File: config.mk
export PLATFORM = sky130hd
export DESIGN_NAME = bcd_scan_counter
export DESIGN_NICKNAME = d
export VERILOG_FILES = /design/src/rtl/bcd_pkg.sv /design/src/rtl/bcd_digit.sv /design/src/rtl/bcd_scan_counter.sv
export SDC_FILE = /design/constraint.sdc
export NUM_CORES = 1
export LEC_CHECK = 0
export ABC_CLOCK_PERIOD_IN_PS = 2710
export CORE_MARGIN = 10
export CORE_UTILIZATION = 60
export DETAILED_ROUTE_END_ITERATION = 6
export GPL_TIMING_DRIVEN = 0
export PLACE_DENSITY = 0.79
export SYNTH_ARGS = -nofsm -noshare
export SYNTH_HDL_FRONTEND = slang
export SYNTH_SLANG_ARGS = --single-unit
File: constraint.sdc
create_clock -name iClk -period 2.71 [get_ports iClk]
set_input_delay 0.4065 -clock iClk [delete_from_list [all_inputs] [get_ports iClk]]
set_output_delay 0.4065 -clock iClk [all_outputs]
set_load 0.01 [all_outputs]
File: src/rtl/bcd_pkg.sv
// bcd_pkg -- shared constants and types for the BCD scan counter slice.
//   NUM_DIGITS   : number of decimal digits in the counter
//   DIGIT_W      : width of one BCD digit
//   BCD_MAX      : largest legal digit value
//   digit_t      : one BCD digit
//   bcdSanitize  : maps an illegal digit code (A..F) to 0
package bcd_pkg;

  localparam int unsigned NUM_DIGITS = 4;
  localparam int unsigned DIGIT_W    = 4;

  typedef logic [DIGIT_W-1:0] digit_t;

  localparam digit_t BCD_MAX = 4'd9;

  function automatic digit_t bcdSanitize(input digit_t d);
    return (d > BCD_MAX) ? '0 : d;
  endfunction

endpackage

File: src/rtl/bcd_digit.sv
// bcd_digit -- one decimal digit of an up/down ripple counter.
// Ports:
//   iClk, iRst_n : clock, asynchronous active-low reset
//   clr          : synchronous clear (highest priority)
//   load, loadVal: synchronous load; digit codes above 9 load as 0
//   up           : 1 = increment, 0 = decrement
//   carryIn      : step request from the lower digit (or the tick)
//   q            : current digit value
//   carryOut     : this digit wraps on the requested step
module bcd_digit
  import bcd_pkg::*;
(
  input  logic   iClk,
  input  logic   iRst_n,
  input  logic   clr,
  input  logic   load,
  input  digit_t loadVal,
  input  logic   up,
  input  logic   carryIn,
  output digit_t q,
  output logic   carryOut
);

  always_comb begin
    carryOut = 1'b0;
    if (carryIn) begin
      carryOut = up ? (q == BCD_MAX) : (q == '0);
    end
  end

  always_ff @(posedge iClk or negedge iRst_n) begin
    if (!iRst_n) begin
      q <= '0;
    end else if (clr) begin
      q <= '0;
    end else if (load) begin
      q <= bcdSanitize(loadVal);
    end else if (carryIn) begin
      if (up) begin
        q <= (q == BCD_MAX) ? '0 : q + DIGIT_W'(1);
      end else begin
        q <= (q == '0) ? BCD_MAX : q - DIGIT_W'(1);
      end
    end
  end

endmodule

File: src/rtl/bcd_scan_counter.sv
// bcd_scan_counter -- 4-digit BCD up/down counter with multiplexed display scan.
// Parameters:
//   COUNT_DIV : iClk cycles per count tick (>= 2)
//   SCAN_DIV  : iClk cycles per displayed digit slot (>= 2)
// Ports:
//   iClk, iRst_n : clock, asynchronous active-low reset
//   iEn          : count enable (0 freezes prescaler and count)
//   iUp          : 1 = count up, 0 = count down
//   iClr         : synchronous clear of count and prescaler
//   iLoad        : synchronous load of iLoadVal (BCD_SCAN_LOAD_EN builds only)
//   iLoadVal     : four BCD digits to load   (BCD_SCAN_LOAD_EN builds only)
//   oDigit       : registered BCD value of the scanned digit
//   oAn          : active-low one-hot anode select, one cycle behind oDigit
//   oCarry       : one-cycle pulse after a decimal wrap
// Build option: define BCD_SCAN_LOAD_EN to add the load ports.
module bcd_scan_counter
  import bcd_pkg::*;
#(
  parameter int unsigned COUNT_DIV = 50000000,
  parameter int unsigned SCAN_DIV  = 50000
) (
  input  logic                              iClk,
  input  logic                              iRst_n,
  input  logic                              iEn,
  input  logic                              iUp,
  input  logic                              iClr,
`ifdef BCD_SCAN_LOAD_EN
  input  logic                              iLoad,
  input  logic [NUM_DIGITS*DIGIT_W-1:0]     iLoadVal,
`endif
  output digit_t                            oDigit,
  output logic [NUM_DIGITS-1:0]             oAn,
  output logic                              oCarry
);

  localparam int unsigned PRESC_W = (COUNT_DIV > 2) ? $clog2(COUNT_DIV) : 1;
  localparam int unsigned SCAN_W  = (SCAN_DIV > 2)  ? $clog2(SCAN_DIV)  : 1;
  localparam int unsigned IDX_W   = $clog2(NUM_DIGITS);

  localparam logic [PRESC_W-1:0] PRESC_LAST = PRESC_W'(COUNT_DIV - 1);
  localparam logic [SCAN_W-1:0]  SCAN_LAST  = SCAN_W'(SCAN_DIV - 1);

  logic                          load;
  logic [NUM_DIGITS*DIGIT_W-1:0] loadVal;

`ifdef BCD_SCAN_LOAD_EN
  assign load    = iLoad;
  assign loadVal = iLoadVal;
`else
  assign load    = 1'b0;
  assign loadVal = '0;
`endif

  // Count prescaler
  logic [PRESC_W-1:0] presc;
  logic               tick;

  assign tick = iEn && (presc == PRESC_LAST);

  always_ff @(posedge iClk or negedge iRst_n) begin
    if (!iRst_n) begin
      presc <= '0;
    end else if (iClr || load) begin
      presc <= '0;
    end else if (iEn) begin
      presc <= (presc == PRESC_LAST) ? '0 : presc + PRESC_W'(1);
    end
  end

  // Ripple chain: the tick steps digit 0, each wrap steps the next digit.
  digit_t                digits [NUM_DIGITS];
  logic [NUM_DIGITS:0]   carry;

  assign carry[0] = tick;

  for (genvar g = 0; g < NUM_DIGITS; g++) begin : gDigit
    bcd_digit uDigit (
      .iClk     (iClk),
      .iRst_n   (iRst_n),
      .clr      (iClr),
      .load     (load),
      .loadVal  (loadVal[g*DIGIT_W +: DIGIT_W]),
      .up       (iUp),
      .carryIn  (carry[g]),
      .q        (digits[g]),
      .carryOut (carry[g+1])
    );
  end

  // Clear and load suppress the step inside the digits, so they must also
  // suppress the wrap pulse even though the chain still reports a carry.
  always_ff @(posedge iClk or negedge iRst_n) begin
    if (!iRst_n) begin
      oCarry <= 1'b0;
    end else begin
      oCarry <= carry[NUM_DIGITS] && !iClr && !load;
    end
  end

  // Display scan, free-running
  logic [SCAN_W-1:0]     scanDiv;
  logic [IDX_W-1:0]      scanIdx;
  logic [NUM_DIGITS-1:0] anStage;

  always_ff @(posedge iClk or negedge iRst_n) begin
    if (!iRst_n) begin
      scanDiv <= '0;
      scanIdx <= '0;
    end else if (scanDiv == SCAN_LAST) begin
      scanDiv <= '0;
      scanIdx <= scanIdx + IDX_W'(1);
    end else begin
      scanDiv <= scanDiv + SCAN_W'(1);
    end
  end

  // oDigit samples the live count every cycle so updates show without waiting
  // for the next slot; the anode gets one extra stage to match the decoder.
  always_ff @(posedge iClk or negedge iRst_n) begin
    if (!iRst_n) begin
      oDigit  <= '0;
      anStage <= '1;
      oAn     <= '1;
    end else begin
      oDigit  <= digits[scanIdx];
      anStage <= ~(NUM_DIGITS'(1) << scanIdx);
      oAn     <= anStage;
    end
  end

endmodule

Yosys cells after proc, flatten, opt, wreduce, memory -nomap -nowiden. Index checks and enable logic that the tools add are counted.

Input bits: 5. Output and inout port bits: 9. Register bits after elaboration: 73. Logic and storage cells: 79.

Muxes and demuxes: 35. Equality and inequality tests: 6. Reduce and logical (&&, ||, !) cells: 12. $lt $le $gt $ge: 1. Shift operators: 1. Add/subtract/negate cells: 11. Bitwise gates (word level): 2.

Operators by type and width (count): 4-bit 2-to-1 mux (22); 26-bit 2-to-1 mux (3); 26-bit by 1-bit adder with 26-bit output (second input constant) (1); 26-bit == test (second input constant) (1); 16-bit by 1-bit adder with 16-bit output (second input constant) (1); 4-bit by 1-bit adder with 4-bit output (second input constant) (4); 16-bit == test (second input constant) (1); 4-bit == test (second input constant) (4); 4-bit logical NOT (4); 16-bit 2-to-1 mux (1); 4-bit by 1-bit subtractor with 4-bit output (second input constant) (4); 2-bit nonzero test (5); 4-bit binary-select mux with 2-bit select (1); 1-bit 2-to-1 mux (8); 4-bit NOT (1); 1-bit by 2-bit << shifter with 4-bit output (first input constant) (1); 3-bit >= comparator (second input constant) (1); 2-bit NOT with 3-bit output (1); 2-bit by 1-bit adder with 2-bit output (second input constant) (1); 1-bit logical AND (2); 1-bit logical NOT (1).

Depth between registers and ports, before layout.
Word-level depth: 7. Mapped depth: 7. Depth with buffers taken out: 7.

Cells and area by module. From an unflattened synthesis, not the netlist that was laid out.

Cells, all modules: 464. Area total of the unflattened synthesis: 4469.3 um^2.

Modules (own cells, without submodules): bcd_scan_counter (area each 2817.7 um^2, sequential area each 1436.4 um^2, times used 1, cells each 260); bcd_digit (area each 412.9 um^2, sequential area each 100.1 um^2, times used 4, cells each 51).

Worst setup path before layout. OpenSTA, ideal clock, no wires.

Kind: register to register. Start point: reg presc[0]. End point: reg gDigit[3].uDigit.q[3]. Required time: 2.592 ns. Arrival: 1.891 ns. Period minus slack after synthesis: 2.009 ns. Cell stages (with the launch flop): 7. Buffers on the path: 0. Setup time: 0.118 ns. Setup slack: 0.701 ns. Cell sequence: dfrtp_1 ha_1 nor4bb_1 nand4_1 nor4_4 a21oi_1 a21o_1.

Cells in the longest elaborated chain, start to end: 6.

RTL lines: from (decl) (RTL line bcd_scan_counter.sv:55) `logic [PRESC_W-1:0] presc;`; from (signal assigned) (RTL line bcd_scan_counter.sv:66) `presc <= (presc == PRESC_LAST) ? '0 : presc + PRESC_W'(1);`; 26-bit == test (RTL line bcd_scan_counter.sv:58) `assign tick = iEn && (presc == PRESC_LAST);`; 1-bit logical AND (RTL line bcd_scan_counter.sv:58); 1-bit 2-to-1 mux (3 in series) (RTL line bcd_digit.sv:26) `if (carryIn) begin`; 2-bit nonzero test (no source line); to (signal assigned) (RTL line bcd_digit.sv:37) `q <= bcdSanitize(loadVal);`; to (signal assigned) (RTL line bcd_digit.sv:40) `q <= (q == BCD_MAX) ? '0 : q + DIGIT_W'(1);`; to (signal assigned) (RTL line bcd_digit.sv:42) `q <= (q == '0) ? BCD_MAX : q - DIGIT_W'(1);`; to (decl) (RTL line bcd_digit.sv:20) `output digit_t q,`.

No other way between the ends. A chain may end at the register's enable or synchronous reset.

Worst setup path after layout.
Start point: in iUp. End point: reg gDigit[1].uDigit.q[3].

Cells in the longest elaborated chain, start to end: 3. Elaborated cells on any way between the ends: 6. Classes of those cells: 5 x mux; 1 x reduce/logical.

RTL lines: from (decl) (RTL line bcd_scan_counter.sv:25) `input logic iUp,`; 4-bit 2-to-1 mux / 1-bit 2-to-1 mux (equally long branches) (RTL line bcd_digit.sv:39, bcd_digit.sv:27); 4-bit 2-to-1 mux / 1-bit 2-to-1 mux (equally long branches) (RTL line bcd_digit.sv:38, bcd_digit.sv:26); 4-bit 2-to-1 mux / 2-bit nonzero test (equally long branches); to (signal assigned) (RTL line bcd_digit.sv:37); to (signal assigned) (RTL line bcd_digit.sv:40); to (signal assigned) (RTL line bcd_digit.sv:42); to (decl) (RTL line bcd_digit.sv:20).

Parallel ways exist; a longest one is shown, timed or not. The select of a mux whose other input is x is not followed.

==> impl_metrics.json <==
{
  "outcome": "finished clean",
  "p_per_area_nw_per_um2": 429,
  "netlist_instances": 426,
  "numCtsBuffers": 9,
  "yosys_warnings": 0,
  "area_growth_pct": 9.94,
  "hold_viol": 0,
  "synth_cell_types": 61,
  "path_clk_slew_ps": 80,
  "cp_max_fo": 10,
  "end_kind": "flip-flop",
  "critPathMaxStageDelay_ps": 560,
  "crit_buf_inv": 4,
  "htreeDepth": 3,
  "fin_crit_sh_pct": 91.0,
  "p_leak_uw": 0.00187,
  "port_buffers": 13,
  "avgSynthCellArea_um2": 9.60,
  "detail_route.wirelength_um": 8200,
  "die_area_um2": 10500,
  "fin_crit_ps": 2470,
  "finClkSkew_ps": 8.73,
  "synthFlopType": "dfrtp_1",
  "num_rows": 30,
  "max_freq_mhz": 405,
  "ys_ff_latch": 73,
  "slew_headroom_pct": 25.4,
  "critical-path-top-delay-family": "buffers and inverters",
  "drcViolationCount": 0,
  "synth_area_um2": 4090,
  "antenna_cells": 0,
  "die_y_um": 103,
  "cts_root_buf": "clkbuf_8",
  "hold_path.class": "in2async",
  "synth_seq_area_share_pct": 44.9,
  "peakVddDrop_mv": 0.317,
  "slew_viol_final": 0,
  "core_um2": 6720,
  "grt_pass1_wl_um": 14200,
  "clock_latency_ps": 340,
  "crit_chain": "clkdlybuf4s50_1, clkbuf_1, clkbuf_1, clkbuf_1, a21oi_1, o211ai_1, o31ai_1",
  "critical_path_required_ps": 2920,
  "worst_slack_ps": 243,
  "arrival_ps": 2680,
  "start_kind": "input pin",
  "ioPinCount": 14,
  "grt_max_degree": 74,
  "drt-pass1-iter-count": 5,
  "synth.net_count": 443,
  "drive_above_1_share_pct": 10.3,
  "wl_per_cell_um": 15.3,
  "grt.total_usage_pct": 16.6,
  "cap_viol_max_count": 0,
  "slowest_stage": "clkdlybuf4s50_1",
  "critPathKind": "in2reg",
  "overflow": 0,
  "postRouteAntennaNets": 0,
  "vias_per_cell": 6.02,
  "drtIter0Drc": 178,
  "antenna_found_initial": 0,
  "cpMostUsedCell": "clkbuf_1",
  "design_area_um2": 4500,
  "die_x_um": 103,
  "rsz0062_at_grt": "no",
  "vias": 3222,
  "worst_slew_pin_slew_ps": 1110,
  "fillers": 510,
  "multi_input_area_um2": 2110,
  "final_common_cell": "dfrtp_1",
  "cts_sinks": 73,
  "dpl_cell_area_um2": 4320,
  "regArea_um2": 1840,
  "post-place-ws_ps": -319,
  "gp_congestion": 0.894,
  "cts_buffer_depth": 2,
  "cts_tree": "done",
  "grt_pass1_vias": 3133,
  "layout.nets": 467,
  "async_flop_share_pct": 100,
  "final_cell_mix": "65 x dfrtp_1, 50 x nor2_1, 32 x nand2_1, 24 x xor2_1, 22 x nand3_1",
  "setup_violations": 0,
  "start_util_pct": 60.9,
  "dp_hpwl_um": 5570,
  "synth-edff-count": 0
}
-- routing by layer --
metal  track usage (%)  vias up  wire (um)
met1              21.0     1570       3750
li1                  -     1557          -
met5                 0        -          0
met3              3.35        7        448
met4              6.62        0         72
met2              27.2       88       3930
-- repair_timing --
action | in CTS | in global routing
buffers inserted | 0 | 0
resized for setup | 0 | 3
hold buffers | 0 | 0
setup endpoints to repair | 0 | 8
-- cell usage after synthesis, types with 2 or more instances --
cell type  number  area share (%)
xnor2_1        19             4.1
nor3_1         11             1.3
nor4_1          7             1.1
nand4_1        11             1.7
xor2_1         24             5.1
nand3_1        22             2.7
and3b_1         2            0.43
o221a_2         3            0.83
nor4b_1         3            0.64
mux2i_1         4            0.98
nor2b_1         5            0.76
a21oi_1        18             2.2
o31ai_1         2            0.37
o22ai_1         3            0.46
ha_1           12             3.7
and3_1         10             1.5
o211ai_1        6             1.1
nand2_1        32             2.9
a21o_1          2            0.37
or3_1           2            0.31
a31o_2          3            0.64
dfstp_2         8             5.1
and4_1          5             1.1
or2_2           2            0.31
nand2b_1        4            0.61
a41oi_1         2            0.43
a22oi_1         2            0.37
clkbuf_1       19             1.7
inv_1          19             1.7
a31oi_1         3            0.46
o21ai_0        13             1.6
a211oi_1        3            0.55
dfrtp_1        65              40
mux4_2          4             2.2
nor2_1         50             4.6
-- logic make-up (layout without fill, tap and decap cells) --
family / Yosys count / in the layout / share of synthesized area [%]
simple gates: 181 / 181 / 23.9
flops: 73 / 73 / 44.9
compound gates: 69 / 69 / 11.5
xor+xnor: 43 / 43 / 9.21
buf+inv: 40 / 69 / 3.70
fa+ha+maj: 12 / 12 / 3.67
mux: 8 / 8 / 3.18
-- power by group --
| part | total (uW) | internal, uW | switching (uW) | leakage (uW) |
|---|---|---|---|---|
| registers | 1100 | 1090 | 3.83 | 0.000976 |
| clock network | 745 | 330 | 415 | 0.0000850 |
| logic | 88.7 | 25.7 | 63.0 | 0.000813 |
-- layout make-up --
cell class              instances  share of cell area, %
multi-input cells             313                   46.9
flip-flops and latches         73                   40.8
repair buffers                 13                   2.84
clock buffers                   9                   2.75
well taps                      80                   2.23
plain buffers                  21                   1.81
inverters                      19                   1.59
clock inverters                 7                   1.06
-- flip-flops by register name (all words and copies together) (netlist names) --
signal,count
oAn,4
oDigit,4
anStage,4
gDigit.uDigit.q,16
scanDiv,16
scanIdx,2
oCarry,1
presc,26
-- metrics by stage --
step	TNS, ps	hold WS, ps	cells	util, %	power (uW)
final	0	180	535	66.9	1930
after global routing	0	249	535	66.9	2010
after CTS	0	218	535	66.8	1950
after global placement	-81070	346	519	64.3	1200
after floorplan	0	111	426	-	1160
after detailed placement	-2320	347	519	64.3	1210
-- path summary, 6_finish.rpt --
check	endpoint	start	slack [ps]	depth (start not counted)
max in group asynchronous	gDigit[1].uDigit.q[2]	iRst_n	1940	1
setup reg to reg	gDigit[1].uDigit.q[2]	presc[0]	310	6
hold / removal	gDigit[3].uDigit.q[2]	iRst_n	180	1
hold reg to reg	oAn[1]	anStage[1]	360	0
setup / recovery	gDigit[1].uDigit.q[3]	iUp	240	7
min in group iClk	oAn[1]	anStage[1]	360	0
-- worst register-to-register path, cell delays in order, from the launching register on --
cell	delay, ps
dfrtp_1	410
ha_1	270
or4bb_1	430
nor4_1	380
nand3b_1	330
a211oi_1	310
o32ai_1	120
No activity file was read; power rests on OpenSTA's default activity.
